<file path="src/rtl/issue_execute.sv">
// Dual-slot in-order issue and execute stage. Operands come from the queue head
// entries or the forward buses. Results are registered with a latency of one cycle.
module issue_execute #(
  parameter int BYPASS = 1
) (
  input  logic        clk,
  input  logic        reset_n,
  input  logic        flush,
  input  logic        hold,
  input  logic [56:0] inOp0,
  input  logic [56:0] inOp1,
  input  logic [22:0] fwdIn0,
  input  logic [22:0] fwdIn1,
  input  logic [22:0] fwdIn2,
  input  logic [22:0] fwdIn3,
  output logic [1:0]  taken,
  output logic [22:0] result0,
  output logic [22:0] result1
);

  logic [3:0][22:0] w_fwd;
  logic [16:0]      w_opA0, w_opB0, w_opA1, w_opB1;
  logic             w_ready0, w_ready1;
  logic             w_issue0, w_issue1;
  logic [22:0]      r_result0, r_result1;

  // Returns {resolved, value}. Scanning from the top down lets the lowest matching bus win.
  function automatic logic [16:0] resolve(input logic        pend,
                                          input logic [5:0]  look,
                                          input logic [15:0] val,
                                          input logic [3:0][22:0] fwd);
    logic [16:0] res;
    res = {~pend, val};
    if (pend && (BYPASS != 0)) begin
      for (int i = 3; i >= 0; i--) begin
        if (fwd[i][22] && (fwd[i][21:16] == look)) res = {1'b1, fwd[i][15:0]};
      end
    end
    return res;
  endfunction

  function automatic logic [15:0] alu(input logic [3:0]  op,
                                      input logic [15:0] a,
                                      input logic [15:0] b);
    logic [15:0] y;
    y = '0;
    case (op)
      4'd0:    y = a + b;
      4'd1:    y = a - b;
      4'd2:    y = a & b;
      4'd3:    y = a | b;
      4'd4:    y = a ^ b;
      4'd5:    y = a << b[3:0];
      4'd6:    y = a >> b[3:0];
      4'd7:    y = $unsigned($signed(a) >>> b[3:0]);
      4'd8:    y = a;
      4'd9:    y = a * b;
      4'd10:   y = {15'd0, ($signed(a) < $signed(b))};
      4'd11:   y = {15'd0, (a == b)};
      default: y = '0;
    endcase
    return y;
  endfunction

  assign w_fwd  = {fwdIn3, fwdIn2, fwdIn1, fwdIn0};

  assign w_opA0 = resolve(inOp0[1], inOp0[45:40], inOp0[33:18], w_fwd);
  assign w_opB0 = resolve(inOp0[0], inOp0[39:34], inOp0[17:2],  w_fwd);
  assign w_opA1 = resolve(inOp1[1], inOp1[45:40], inOp1[33:18], w_fwd);
  assign w_opB1 = resolve(inOp1[0], inOp1[39:34], inOp1[17:2],  w_fwd);

  assign w_ready0 = inOp0[56] & w_opA0[16] & w_opB0[16];
  assign w_ready1 = inOp1[56] & w_opA1[16] & w_opB1[16];

  // Slot1 may only follow slot0, which keeps issue strictly in order.
  assign w_issue0 = reset_n & ~flush & ~hold & w_ready0;
  assign w_issue1 = w_issue0 & w_ready1;

  assign taken = {w_issue1, w_issue0 & ~w_issue1};

  always_ff @(posedge clk or negedge reset_n) begin
    if (!reset_n) begin
      r_result0 <= '0;
      r_result1 <= '0;
    end else if (flush) begin
      r_result0 <= '0;
      r_result1 <= '0;
    end else if (!hold) begin
      r_result0 <= w_issue0 ? {1'b1, inOp0[51:46], alu(inOp0[55:52], w_opA0[15:0], w_opB0[15:0])}
                            : '0;
      r_result1 <= w_issue1 ? {1'b1, inOp1[51:46], alu(inOp1[55:52], w_opA1[15:0], w_opB1[15:0])}
                            : '0;
    end
  end

  assign result0 = r_result0;
  assign result1 = r_result1;

endmodule

</file>
<file path="config.mk">
export PLATFORM = sky130hd
export DESIGN_NAME = issue_execute
export DESIGN_NICKNAME = d
export VERILOG_FILES = /design/src/rtl/issue_execute.sv
export SDC_FILE = /design/constraint.sdc
export NUM_CORES = 1
export LEC_CHECK = 0
export CORE_MARGIN = 2
export CORE_UTILIZATION = 40
export CTS_BUF_LIST = sky130_fd_sc_hd__clkbuf_16
export DETAILED_ROUTE_END_ITERATION = 7
export GPL_TIMING_DRIVEN = 0
export PLACE_DENSITY = 0.68
export SYNTH_ARGS = -nofsm -noshare
export SYNTH_HDL_FRONTEND = slang
export SYNTH_SLANG_ARGS = --single-unit
</file>
<file path="constraint.sdc">
create_clock -name clk -period 2.6 [get_ports clk]
set_input_delay 0.26 -clock clk [delete_from_list [all_inputs] [get_ports clk]]
set_output_delay 0.26 -clock clk [all_outputs]
set_load 0.01 [all_outputs]
</file>
==> results.cfg <==
[detailed_routing]
wirelength_mm = 117
drtIter0Drc = 3438
viasPerCell = 6.38
drc = 0
first_pass_iters = 7
wl_per_cell_um = 28.8
vias = 25900
ant_nets = 0

[worst_setup_path]
crit_start = fwdIn3[2]
crit_required_ns = 2.80
worstSetupPathType = in2reg
cp-end-kind = flop
ff2ff_path_depth = 7
r2r_slack_ns = 0.86
r2r_start = result1[12]$_DFFE_PN0P_
cp-start-kind = input port
r2r_end = result1[12]$_DFFE_PN0P_
critPathMaxFanout = 10
critPathArrivalTime_ns = 7.48

[clock_tree]
clk_pin_slew_ns = 0.07
root_buffer = clkbuf_16
cts_buffers = 5
insertion_delay_ns = 0.28
clock_tree.buffer_depth = 2
cts.sinks = 46
cts_tree = built
cts_htree_levels = 2

[synth]
synth_edf_count = 0
ys.flop_type = dfrtp_1
synth_commonest_cells = inv_1 (339), nor2_1 (325), nand2_1 (283)
yosys.area.top_type = fa_1
synth.top_cell.area_share_pct = 15.6
yosysUniqueCellTypes = 106
synth_area_per_cell_sq_um = 7.33
synth_cells = 2828
synth_warnings = 0
synth-async-reset-ratio_pct = 100
yosysSeqAreaShare_pct = 5.55
synth_fp_nets = 3400
ys_seq_elements = 46
synth.area.top_cells = fa_1 (16%), ha_1 (12%), inv_1 (6.1%)
netlist_area_sq_um = 20700
synthMostInstantiatedCell = inv_1

[power]
ir_drop_uv = 2630
powerDensity_nw_per_um2 = 1030
p_leak_nw = 13.5

[floorplan]
ioPinCount = 258
rows = 83
die_w_um = 232
die_h_um = 232
dieArea_sq_um = 53700
start_util_pct = 40.4
core-area_sq_um = 51300

[sta]
period_share_pct = 280
max_freq_mhz = 137
max_slew_margin_pct = -1.96
rsz0062_at_grt = true
finalHoldViolCount = 0
final.setup.tns_ns = -110.32
worst_pin_slew_ns = 1.52
setup_viol = 34
drv_slew = 9
period_minus_slack_ns = 7.28
hold_slack_ns = 0.114
skew_ns = 0
setup_ws_ns = -4.68

[final_layout]
fin_nets = 3939
syn2layout_area_growth_pct = 50.5
final_util_pct = 60.8
drive_above_1_share_pct = 29.5
finalNonFillerCells = 4056
fillCellCount = 4538

[grt]
grt.total_usage_pct = 41.1
grt_pass1_wl_mm = 163
grt_overflow = 0
grt_max_degree = 41
antenna_found_initial = 13
grt_pass1_vias = 24700

[worst_hold_path]
hold_class = in2async

[placement]
dp_hpwl_mm = 88.9
port_buffers = 231
gp_congestion = 1.13
place_ws_ns = -6.67
placedCellCount = 3742

[run]
maxCapViolCount = 2

[status]
violations = max-capacitance violations, max-slew violations, negative setup slack
status = finished with violations
==> timing repair <==
item | in CTS | in global routing
hold buffers | 1 | 0
buffers inserted | 162 | 147
hold endpoints to repair | 6 | 0
cloned | 0 | 5
pin swaps | 160 | 228
gates resized for setup | 581 | 380
setup endpoints to repair | 48 | 35
==> report_power, final <==
part	internal [mW]	switching, mW
Clock	0.456	0.293
Combinational	13.9	16.7
Sequential	0.720	0.00350
Total	15.1	17.0
==> cells in the final DEF, fill, tap and decap left out, types with 110 or more instances in the layout <==
cell	netlist	final
a21oi_1	155	126
buf_4	7	256
clkdlybuf4s50_1	0	195
fa_1	162	142
ha_1	200	135
inv_1	339	292
nand2_1	283	259
nor2_1	325	277
o21ai_0	138	110
==> per-layer routing <==
layer / global-route usage (%) / vias up / part of all wire (%)
met5: 0 / - / 0.029
met3: 10.9 / 479 / 13
met1: 52.2 / 12500 / 37
li1: - / 11000 / -
met2: 62.4 / 1947 / 42
met4: 24.7 / 6 / 7.8
==> worst max-delay path, cell delays in order <==
cell and delay, ns:
clkdlybuf4s50_1 0.51, inv_1 0.20, nor3_1 0.24, a21oi_1 0.07, a211o_1 0.35, a21oi_4 0.16
buf_12 0.16, clkbuf_8 0.18, buf_6 0.19, nand2_1 0.09, fa_1 0.49, fa_1 0.55
fa_1 0.45, fa_1 0.55, fa_1 0.44, fa_2 0.42, xor2_2 0.17, xnor2_2 0.14
xnor2_1 0.14, xnor2_1 0.23, xnor2_1 0.16, xnor2_1 0.17, xnor3_1 0.29, xnor2_2 0.18
xnor2_2 0.33, a21oi_2 0.11, a32oi_1 0.19
==> metrics by stage <==
stage	total power [mW]	area, sq um
floorplan	15.4	21900
global placement	20.4	25000
detailed placement	21.0	25100
CTS	26.5	28500
global route	34.1	31200
finish	32.1	31200
==> logic make-up (layout without fill, tap and decap cells) <==
group | after synthesis | after routing | synth area share [%]
adder cells (fa/ha/maj) | 362 | 362 | 27.7
XOR/XNOR | 172 | 172 | 7.91
buffers and inverters | 539 | 1079 | 10.3
multiplexers | 78 | 78 | 3.79
other | 0 | 8 | 0
AND/OR/NAND/NOR | 861 | 861 | 18.4
AO/OA/AOI/OAI | 770 | 770 | 26.4
flip-flops | 46 | 46 | 5.55
==> sequential cells by signal (all words and copies together), names as in the netlist <==
signal	flops
result0	23
result1	23
==> worst max path at each step <==
stage / to / cells after the start / slack [ns]
floorplan: result1[15]$_DFFE_PN0P_ / 28 / -4.21
global route: result1[15]$_DFFE_PN0P_ / 29 / -4.84
global placement: result1[15]$_DFFE_PN0P_ / 26 / -6.66
CTS: result1[15]$_DFFE_PN0P_ / 28 / -4.69
detailed placement: result1[15]$_DFFE_PN0P_ / 26 / -6.67
finish: result1[15]$_DFFE_PN0P_ / 27 / -4.68
==> layout make-up <==
type / count / area, sq um / share of cell area (%)
multi-input cells: 2243 / 20600 / 66.1
repair buffers: 542 / 5200 / 16.7
plain buffers: 173 / 1730 / 5.53
inverters: 356 / 1450 / 4.65
flip-flops and latches: 46 / 1150 / 3.69
well taps: 680 / 851 / 2.73
clock buffers: 5 / 125 / 0.401
clock inverters: 3 / 43.8 / 0.140
diodes: 8 / 20.0 / 0.0642
Note: power is estimated with default switching activity, not from simulation.
